<file path="src/rtl/alu_arbiter.sv">
// Round-robin sequencer sharing one combinational ALU between two requesters.
// Operands are held stable for an op-dependent number of cycles before the result is captured.
module alu_arbiter #(
    parameter int XLEN       = 32,
    parameter int MUL_CYCLES = 2,
    parameter int DIV_CYCLES = 4
) (
    input  logic            clk,
    input  logic            rst_n,
    input  logic            req0_valid,
    output logic            req0_ready,
    input  logic [XLEN-1:0] req0_rs1,
    input  logic [XLEN-1:0] req0_rs2,
    input  logic [2:0]      req0_op,
    input  logic            req1_valid,
    output logic            req1_ready,
    input  logic [XLEN-1:0] req1_rs1,
    input  logic [XLEN-1:0] req1_rs2,
    input  logic [2:0]      req1_op,
    output logic            rsp0_valid,
    input  logic            rsp0_ready,
    output logic [XLEN-1:0] rsp0_result,
    output logic            rsp0_zero,
    output logic            rsp1_valid,
    input  logic            rsp1_ready,
    output logic [XLEN-1:0] rsp1_result,
    output logic            rsp1_zero,
    output logic [XLEN-1:0] alu_rs1,
    output logic [XLEN-1:0] alu_rs2,
    output logic [2:0]      alu_op_ctrl,
    input  logic [XLEN-1:0] alu_result,
    input  logic            alu_zero,
    output logic            busy
);

    localparam int CMAX = (MUL_CYCLES > DIV_CYCLES) ? MUL_CYCLES : DIV_CYCLES;
    localparam int CW   = $clog2(CMAX + 1);

    typedef enum logic [1:0] {IDLE, EXEC, RESP} state_e;

    state_e          state_q, state_d;
    logic [CW-1:0]   cnt_q, cnt_d;
    logic            prio_q, prio_d;
    logic            owner_q, owner_d;
    logic [XLEN-1:0] rs1_q, rs1_d, rs2_q, rs2_d;
    logic [2:0]      op_q, op_d;
    logic [XLEN-1:0] res_q, res_d;
    logic            zero_q, zero_d;

    logic            gnt0, gnt1, rsp_hs;
    logic [2:0]      sel_op;

    always_ff @(posedge clk or negedge rst_n) begin
        if (!rst_n) begin
            state_q <= IDLE;
            cnt_q   <= '0;
            prio_q  <= 1'b0;
            owner_q <= 1'b0;
            rs1_q   <= '0;
            rs2_q   <= '0;
            op_q    <= '0;
            res_q   <= '0;
            zero_q  <= 1'b0;
        end else begin
            state_q <= state_d;
            cnt_q   <= cnt_d;
            prio_q  <= prio_d;
            owner_q <= owner_d;
            rs1_q   <= rs1_d;
            rs2_q   <= rs2_d;
            op_q    <= op_d;
            res_q   <= res_d;
            zero_q  <= zero_d;
        end
    end

    // Only one requester may win; on contention the prio holder does.
    assign gnt0   = req0_valid & (~req1_valid | ~prio_q);
    assign gnt1   = req1_valid & (~req0_valid |  prio_q);
    assign sel_op = gnt1 ? req1_op : req0_op;
    assign rsp_hs = owner_q ? rsp1_ready : rsp0_ready;

    always_comb begin
        state_d = state_q;
        cnt_d   = cnt_q;
        prio_d  = prio_q;
        owner_d = owner_q;
        rs1_d   = rs1_q;
        rs2_d   = rs2_q;
        op_d    = op_q;
        res_d   = res_q;
        zero_d  = zero_q;
        unique case (state_q)
            IDLE: begin
                if (gnt0 || gnt1) begin
                    owner_d = gnt1;
                    rs1_d   = gnt1 ? req1_rs1 : req0_rs1;
                    rs2_d   = gnt1 ? req1_rs2 : req0_rs2;
                    op_d    = sel_op;
                    case (sel_op)
                        3'b010:  cnt_d = CW'(DIV_CYCLES);
                        3'b011:  cnt_d = CW'(MUL_CYCLES);
                        default: cnt_d = CW'(1);
                    endcase
                    state_d = EXEC;
                end
            end
            EXEC: begin
                if (cnt_q == CW'(1)) begin
                    res_d   = alu_result;
                    zero_d  = alu_zero;
                    state_d = RESP;
                end else begin
                    cnt_d = cnt_q - 1'b1;
                end
            end
            RESP: begin
                if (rsp_hs) begin
                    prio_d  = ~owner_q;
                    state_d = IDLE;
                end
            end
            default: state_d = IDLE;
        endcase
    end

    assign req0_ready  = (state_q == IDLE) & gnt0;
    assign req1_ready  = (state_q == IDLE) & gnt1;
    assign rsp0_valid  = (state_q == RESP) & ~owner_q;
    assign rsp1_valid  = (state_q == RESP) &  owner_q;
    assign rsp0_result = res_q;
    assign rsp1_result = res_q;
    assign rsp0_zero   = zero_q;
    assign rsp1_zero   = zero_q;
    assign alu_rs1     = rs1_q;
    assign alu_rs2     = rs2_q;
    assign alu_op_ctrl = op_q;
    assign busy        = (state_q != IDLE);

endmodule

</file>
<file path="config.mk">
export PLATFORM = sky130hd
export DESIGN_NAME = alu_arbiter
export DESIGN_NICKNAME = d
export VERILOG_FILES = /design/src/rtl/alu_arbiter.sv
export SDC_FILE = /design/constraint.sdc
export NUM_CORES = 1
export LEC_CHECK = 0
export ABC_AREA = 1
export CORE_MARGIN = 5
export CORE_UTILIZATION = 41
export CTS_CLUSTER_DIAMETER = 200
export DETAILED_ROUTE_END_ITERATION = 12
export MAX_ROUTING_LAYER = met4
export PLACE_DENSITY = 0.87
export SYNTH_ARGS = -nofsm -noshare
export SYNTH_HDL_FRONTEND = slang
export SYNTH_SLANG_ARGS = --single-unit
export TNS_END_PERCENT = 5
</file>
<file path="constraint.sdc">
create_clock -name clk -period 3.35 [get_ports clk]
set_input_delay 0.8375 -clock clk [delete_from_list [all_inputs] [get_ports clk]]
set_output_delay 0.8375 -clock clk [all_outputs]
set_load 0.02 [all_outputs]
</file>
==> impl_metrics.tcl, run 1 <==
set metrics [dict create \
    status "finished, final reports clean" \
    tns_ps 0 \
    clk_latency_ps 340 \
    min_path_type "in -> async" \
    total_leakage_power_uw 0.00341 \
    p_sw_uw 3560 \
    vias 5149 \
    wl_um 18400 \
    synthCells 549 \
    ys.flop_type "dfrtp_1" \
    period_needed_ps 3190 \
    antenna_found_initial 1 \
    synth_edf_count 0 \
    htreeDepth 3 \
    via_per_inst 5.26 \
    swShare 0.422 \
    final_util 0.687 \
    slowest_stage "clkdlybuf4s50_1" \
    synth.most_common_cell "a21oi_1" \
    cpMostUsedCell "clkdlybuf4s50_1" \
    cts_hold_buf 0 \
    critPathMaxStageDelay_ps 630 \
    syn2layout_area_growth_pct 62.5 \
    gp_congestion 0.875 \
    cap_violations 0 \
    synth-seq-cells 107 \
    clockBufferDepth 2 \
    fin_crit_sh 0.953 \
    path_clk_slew_ps 70 \
    dp_hpwl_um 13700 \
    final-setup-viol-count 0 \
    synth_area_per_cell_um2 9.33 \
    final_nets 981 \
    drtAntennaViolNets 0 \
    combPwrFrac 0.585 \
    startpoint_type "input port" \
    die-area_um2 14800 \
    placed_cells 963 \
    grt_pass1_vias 5286 \
    first_pass_iters 4 \
    core_um2 12100 \
    cts_setup_buffers 0 \
    syn_area_um2 5120 \
    grt_setup_unrepaired "false" \
    crit_family "buffers and inverters" \
    cp_max_fo 3 \
    internal_power_uw 4880 \
    final-max-slew-violation-count 0 \
    yosys_warnings 0 \
    worstPathRequired_ps 2510 \
    rows 40 \
    grt_pass1_wl_um 28100 \
    hold_violations 0 \
    pwr-share-clk 0.132 \
    synthTopCellsByArea "dfrtp_1, a21oi_1, mux2_2" \
    clock_skew_ps 7.36 \
    synth_fp_nets 724 \
    die_x_um 122 \
    grt_max_degree 71 \
    cts_repair_resize_count 0 \
    synthTopCellsByCount "a21oi_1, dfrtp_1, nor2_1" \
    yosysUniqueCellTypes 22 \
    cts_tree "yes" \
    numCtsBuffers 9 \
    drive_gt1_frac 0.0816 \
    worstPathCellList "clkdlybuf4s50_1 > nand3_1 > a21oi_1 > clkdlybuf4s50_1" \
    synth_top_area_share 0.523 \
    start_util 0.423 \
    grt-ovfl-total 0 \
    drt_iter0_markers 314 \
    port_buffers 310 \
    p_per_area_nw_per_um2 1010 \
    dieHeight_um 122 \
    clkSinkCount 107 \
    crit_path_end_kind "primary output" \
    cts_root_buf "clkbuf_16" \
    routedWlPerCell_um 18.9 \
    synthArstFlopShare 1.00 \
    slew_headroom 0.469 \
    drc 0 \
    tightest_slew_ps 793 \
    peakVddDrop_v 0.000625 \
    ios 311 \
    cp.arrival_ps 2360 \
    critPathBufInv 2 \
    fin_cells 978 \
    synth_top_area_cell "dfrtp_1" \
    path_class "in -> out" \
    grt_use_total 0.249 \
    ys_seq_area_frac 0.523 \
    max_freq_ghz 0.313 \
    seqPwrFrac 0.283 \
]
worst paths after layout:
| kind | cells after the start | endpoint | slack, ps | from |
|---|---|---|---|---|
| worst max-delay path | 4 | req0_ready | 160 | req0_valid |
| worst min-delay path | 1 | alu_rs2[9]$_DFFE_PN0P_ | 350 | rst_n |
| worst max register to register | 6 | rsp0_result[25]$_DFFE_PN0P_ | 1460 | cnt_q[1]$_DFFE_PN0P_ |
| worst min register to register | 2 | cnt_q[1]$_DFFE_PN0P_ | 500 | cnt_q[1]$_DFFE_PN0P_ |
| max in group asynchronous | 2 | alu_rs1[7]$_DFFE_PN0P_ | 2280 | rst_n |
| min in group clk | 2 | cnt_q[1]$_DFFE_PN0P_ | 500 | cnt_q[1]$_DFFE_PN0P_ |
layout by cell type (no fill, tap or decap):
master,instances
inv_2,3
ha_1,2
clkdlybuf4s50_1,308
xor2_1,1
o22ai_1,1
nor2_4,2
a31oi_1,1
o21ai_0,2
clkinvlp_4,2
nand2_1,28
diode_2,1
buf_2,1
nand2_2,4
dfrtp_1,107
a21oi_1,132
nor2_1,77
buf_12,2
clkinv_2,1
inv_1,12
buf_4,7
bufinv_16,2
nand3b_1,1
mux2_2,33
o21ai_1,2
nand3_1,69
clkbuf_16,9
cell families (layout without fill, tap and decap cells):
family	Yosys count	in the layout	share of synthesized area
compound gates	138	138	0.135
xor+xnor	1	1	0.00171
fa+ha+maj	2	2	0.00488
buf+inv	87	347	0.108
flops	107	107	0.523
mux	33	33	0.0725
other cells	0	1	0
simple gates	181	181	0.155
registers in the layout (all words and copies together) (netlist names):
signal and count:
alu_op_ctrl 3, alu_rs2 32, prio_q 1, cnt_q 3, rsp0_zero 1, rsp0_result 32, alu_rs1 32, state_q 2
owner_q 1
through the flow:
stage | setup WS (ps) | power, µW | hold slack (ps) | cell area (µm²)
2_1_floorplan | 854 | 5260 | 449 | 5120
3_3_place_gp | 226 | 7210 | 465 | 8020
3_5_place_dp | 160 | 7370 | 481 | 8020
4_1_cts | 151 | 8510 | 347 | 8320
5_1_grt | 107 | 8940 | 362 | 8330
6_report | 156 | 8440 | 355 | 8330
metal layers:
metal | vias up | part of all wire | GRT usage
met2 | 281 | 0.51 | 0.423
met3 | 25 | 0.10 | 0.0696
met1 | 2495 | 0.37 | 0.289
met5 | - | 0 | -
met4 | 0 | 0.019 | 0.0749
li1 | 2348 | - | -
power groups by stage:
stage	sequential (µW)	clock [µW]	combinational [µW]
final	2390	1110	4940
after global routing	2490	1190	5260
after CTS	2390	1140	4970
after detailed placement	2410	0	4960
after global placement	2370	0	4840
after floorplan	3100	0	2160
area by class of cell:
| type | count | area, µm² |
|---|---|---|
| Antenna cell | 1 | 2.50 |
| Clock buffer | 9 | 225 |
| Clock inverter | 5 | 80.1 |
| Fill cell | 899 | 3790 |
| Inverter | 15 | 56.3 |
| Multi-Input combinational cell | 355 | 1890 |
| Sequential cell | 107 | 2680 |
| Tap cell | 168 | 210 |
| Timing Repair Buffer | 318 | 3180 |
worst reg2reg max path, stage by stage, from the launching register on:
cell	delay [ps]
dfrtp_1	380
inv_1	90
ha_1	150
inv_1	40
nor2_1	140
nand2_2	470
mux2_2	510
(Power assumes the default switching activity.)
==> run 2: changes to the inputs <==
Settings changed: CORE_UTILIZATION 41 to 38, PLACE_DENSITY 0.87 to 0.82.
Clock period 3.35 ns to 3.5 ns, I/O delays scaled along.
==> run 2 against run 1 <==
Against the previous run: clock skew increased by 1.7 ps; die area increased by 7.2%; clock power about the same; power decreased by 4.6%; register-to-register slack improved by 180 ps; hold slack improved by 130 ps; via count decreased by 3.5%.
==> impl_metrics.tcl, run 2 (same netlist as run 1, synthesis figures left out) <==
set metrics [dict create \
    cp.arrival_ps 2310 \
    fin_crit_sh 0.910 \
    htreeDepth 3 \
    numCtsBuffers 9 \
    clk_latency_ps 350 \
    syn2layout_area_growth_pct 63.0 \
    grt_setup_unrepaired "false" \
    drc 0 \
    final-max-slew-violation-count 0 \
    rows 42 \
    max_freq_ghz 0.314 \
    die_x_um 126 \
    port_buffers 310 \
    dieHeight_um 126 \
    clockBufferDepth 2 \
    routedWlPerCell_um 17.8 \
    via_per_inst 5.04 \
    total_leakage_power_uw 0.00342 \
    wl_um 17600 \
    peakVddDrop_v 0.000425 \
    ios 311 \
    cp_max_fo 3 \
    first_pass_iters 4 \
    whs_path_depth 2 \
    clkSinkCount 107 \
    grt-ovfl-total 0 \
    grt_use_total 0.221 \
    reg2reg_depth 6 \
    grt_pass1_wl_um 26900 \
    cts_tree "yes" \
    final_nets 980 \
    crit_path_end_kind "primary output" \
    status "finished, final reports clean" \
    p_per_area_nw_per_um2 965 \
    regArea_um2 2680 \
    path_clk_slew_ps 80 \
    gp_congestion 0.859 \
    path_class "in -> out" \
    vias 4970 \
    drtAntennaViolNets 0 \
    drive_gt1_frac 0.0827 \
    final_cell_mix "clkdlybuf4s50_1, a21oi_1, dfrtp_1, nor2_1, nand3_1" \
    layout_commonest_cell "clkdlybuf4s50_1" \
    final-setup-viol-count 0 \
    dp_hpwl_um 12500 \
    start_util 0.387 \
    tightest_slew_ps 799 \
    cts_hold_buf 0 \
    die-area_um2 15900 \
    grt_pass1_vias 4990 \
    drt_iter0_markers 297 \
    antenna_found_initial 1 \
    cts_repair_resize_count 0 \
    period_needed_ps 3190 \
    worstPathRequired_ps 2620 \
    cts_setup_buffers 0 \
    startpoint_type "input port" \
    min_path_type "reg -> reg" \
    multi_input_area_um2 1890 \
    cts_root_buf "clkbuf_16" \
    tns_ps 0 \
    slew_headroom 0.466 \
    fill_cells 1113 \
    cap_violations 0 \
    hold_violations 0 \
    grt_max_degree 71 \
    total_power_uw 8050 \
    core_um2 13200 \
    clock_skew_ps 9.07 \
]
[run 2: changes by cell type in the layout (fill, tap and decap cells not counted)]
cell,before,now
buf_4,7,6
clkinv_4,0,2
clkinvlp_4,2,1
inv_8,0,1
[run 2: area by class of cell]
type,instances,share of cell area
flip-flops and latches,107,0.321
inverters,15,0.00674
well taps,176,0.0264
repair buffers,317,0.380
clock inverters,7,0.0121
clock buffers,9,0.0270
multi-input cells,355,0.227
diodes,1,0.000300
[run 2: per-stage QoR]
stage / instances / hold WS (ps) / instance area, µm² / util / setup WS, ps
finish: 987 / 483 / 8350 / 0.630 / 315
floorplan: 549 / 449 / 5120 / - / 929
CTS: 986 / 489 / 8350 / 0.630 / 323
global placement: 970 / 468 / 8020 / 0.606 / 311
global route: 987 / 535 / 8350 / 0.630 / 274
detailed placement: 970 / 469 / 8020 / 0.606 / 322
[run 2: per-layer routing]
| layer | wire length, µm | track usage | vias up |
|---|---|---|---|
| met5 | 0 | - | - |
| met4 | 517 | 0.0833 | 0 |
| met3 | 1480 | 0.0504 | 30 |
| met2 | 8650 | 0.367 | 241 |
| met1 | 6950 | 0.261 | 2361 |
| li1 | - | - | 2338 |
[run 2: path summary, 6_finish.rpt]
| check | start | endpoint | slack (ps) |
|---|---|---|---|
| setup reg to reg | cnt_q[1]$_DFFE_PN0P_ | rsp0_result[13]$_DFFE_PN0P_ | 1640 |
| setup / recovery | req0_valid | req0_ready | 310 |
| max in group asynchronous | rst_n | rsp0_result[4]$_DFFE_PN0P_ | 2180 |
| hold / removal | cnt_q[1]$_DFFE_PN0P_ | cnt_q[1]$_DFFE_PN0P_ | 480 |
| min in group asynchronous | rst_n | alu_rs2[18]$_DFFE_PN0P_ | 560 |
| hold reg to reg | cnt_q[1]$_DFFE_PN0P_ | cnt_q[1]$_DFFE_PN0P_ | 480 |
[run 2: report_power, final]
| group | internal, µW | total, µW | switching (µW) |
|---|---|---|---|
| Clock | 634 | 1110 | 479 |
| Combinational | 2170 | 4660 | 2490 |
| Sequential | 1880 | 2280 | 397 |
[run 2: worst max-delay path: stages]
cell and delay, ps:
clkdlybuf4s50_1 580, nand3_1 100, a21oi_1 120, clkdlybuf4s50_1 640
==> run 3: changes to the inputs <==
Settings changed: CORE_MARGIN 5 to 2, PLACE_DENSITY 0.82 to unset, PLACE_DENSITY_LB_ADDON set to 0.25.
==> run 3 against run 2 <==
Against the previous run: clock skew shrank 2.8 ps; cell count shrank 0.20%; wire length shrank 1.9%; fmax grew 0.70%; clock power is essentially flat; sequential power is essentially flat; first-iteration DRC count grew 5.7%; power shrank 0.50%; critical path type unchanged.
==> impl_metrics.tcl, run 3 (same netlist as run 1, synthesis figures left out) <==
set metrics [dict create \
    die_x_um 120 \
    p_per_area_nw_per_um2 962 \
    die-area_um2 14400 \
    cts_tree "yes" \
    core_um2 13200 \
    cp_max_fo 3 \
    path_clk_slew_ps 70 \
    clock_skew_ps 6.25 \
    ios 311 \
    final_cell_mix "clkdlybuf4s50_1, a21oi_1, dfrtp_1, nor2_1, nand3_1" \
    first_pass_iters 4 \
    rows 42 \
    peakVddDrop_v 0.000438 \
    final_nets 979 \
    syn2layout_area_growth_pct 62.5 \
    start_util 0.388 \
    final_util 0.631 \
    total_leakage_power_uw 0.00341 \
    numCtsBuffers 9 \
    drt_iter0_markers 314 \
    drtAntennaViolNets 0 \
    grt_use_total 0.240 \
    max_freq_ghz 0.316 \
    cts_root_buf "clkbuf_16" \
    grt_pass1_wl_um 26300 \
    drc 0 \
    final-max-slew-violation-count 0 \
    drive_gt1_frac 0.0816 \
    clk_latency_ps 350 \
    cp.arrival_ps 2290 \
    wl_um 17300 \
    grt_pass1_vias 5072 \
    gp_congestion 0.809 \
    min_path_type "reg -> reg" \
    path_class "in -> out" \
    antenna-diode-count 0 \
    multi_input_area_um2 1890 \
    clockBufferDepth 2 \
    tns_ps 0 \
    regArea_um2 2680 \
    place_area_um2 8000 \
    fin_crit_sh 0.904 \
    worstPathRequired_ps 2620 \
    layout_commonest_cell "clkdlybuf4s50_1" \
    final-setup-viol-count 0 \
    cts_repair_resize_count 0 \
    fill_cells 1062 \
    vias 5019 \
    clkSinkCount 107 \
    cts_hold_buf 0 \
    tightest_slew_ps 1220 \
    post-route-cell-area_um2 8330 \
    grt_setup_unrepaired "false" \
    status "finished, final reports clean" \
    cts_setup_buffers 0 \
    cap_violations 0 \
    slew_headroom 0.187 \
    via_per_inst 5.10 \
    hold_violations 0 \
    crit_path_end_kind "primary output" \
    antenna_found_initial 0 \
    period_needed_ps 3160 \
    dp_hpwl_um 12200 \
    routedWlPerCell_um 17.5 \
    r2r_slack_ps 1590 \
    total_power_uw 8010 \
    dieHeight_um 120 \
    startpoint_type "input port" \
    grt_max_degree 71 \
    htreeDepth 3 \
    grt-ovfl-total 0 \
    port_buffers 310 \
]
run 3: cell types whose count changed in the layout (fill, tap and decap cells not counted):
cell,before,now
buf_12,2,1
clkbuf_8,0,1
clkinv_4,2,1
clkinvlp_4,1,2
diode_2,1,0
inv_8,1,0
run 3: critical path, cell delays in order:
cell             delay, ps
clkdlybuf4s50_1        560
nand3_1                100
a21oi_1                130
clkdlybuf4s50_1        620
run 3: per-stage QoR:
| stage | std cells | setup slack (ps) | hold slack [ps] |
|---|---|---|---|
| after floorplan | 549 | 929 | 449 |
| after global placement | 969 | 342 | 461 |
| after detailed placement | 969 | 337 | 475 |
| after CTS | 985 | 336 | 494 |
| after global routing | 985 | 289 | 511 |
| final | 985 | 337 | 498 |
run 3: cell type report:
cell class | instances | area share
flip-flops and latches | 107 | 0.322
clock buffers | 10 | 0.0287
multi-input cells | 355 | 0.227
inverters | 15 | 0.00676
clock inverters | 6 | 0.0107
repair buffers | 316 | 0.379
well taps | 176 | 0.0264
run 3: worst paths after layout:
check	startpoint	to	cells after the start
worst max-delay path	req0_valid	req0_ready	4
worst min-delay path	cnt_q[1]$_DFFE_PN0P_	cnt_q[1]$_DFFE_PN0P_	2
worst max register to register	state_q[0]$_DFFE_PN0P_	alu_rs2[25]$_DFFE_PN0P_	6
worst min register to register	cnt_q[1]$_DFFE_PN0P_	cnt_q[1]$_DFFE_PN0P_	2
max in group asynchronous	rst_n	rsp0_result[21]$_DFFE_PN0P_	2
min in group asynchronous	rst_n	alu_rs1[3]$_DFFE_PN0P_	1
run 3: layer usage:
metal	up-vias	track usage	share of wire
met5	-	-	0
met4	0	0.0853	0.025
met3	29	0.0566	0.078
met2	238	0.416	0.51
met1	2415	0.271	0.39
li1	2337	-	-
run 3: where the power goes:
group | leakage [µW] | total [µW] | internal, µW | switching, µW
Sequential | 0.00122 | 2280 | 1880 | 398
Clock | 0.000155 | 1110 | 647 | 463
Combinational | 0.00203 | 4620 | 2160 | 2470
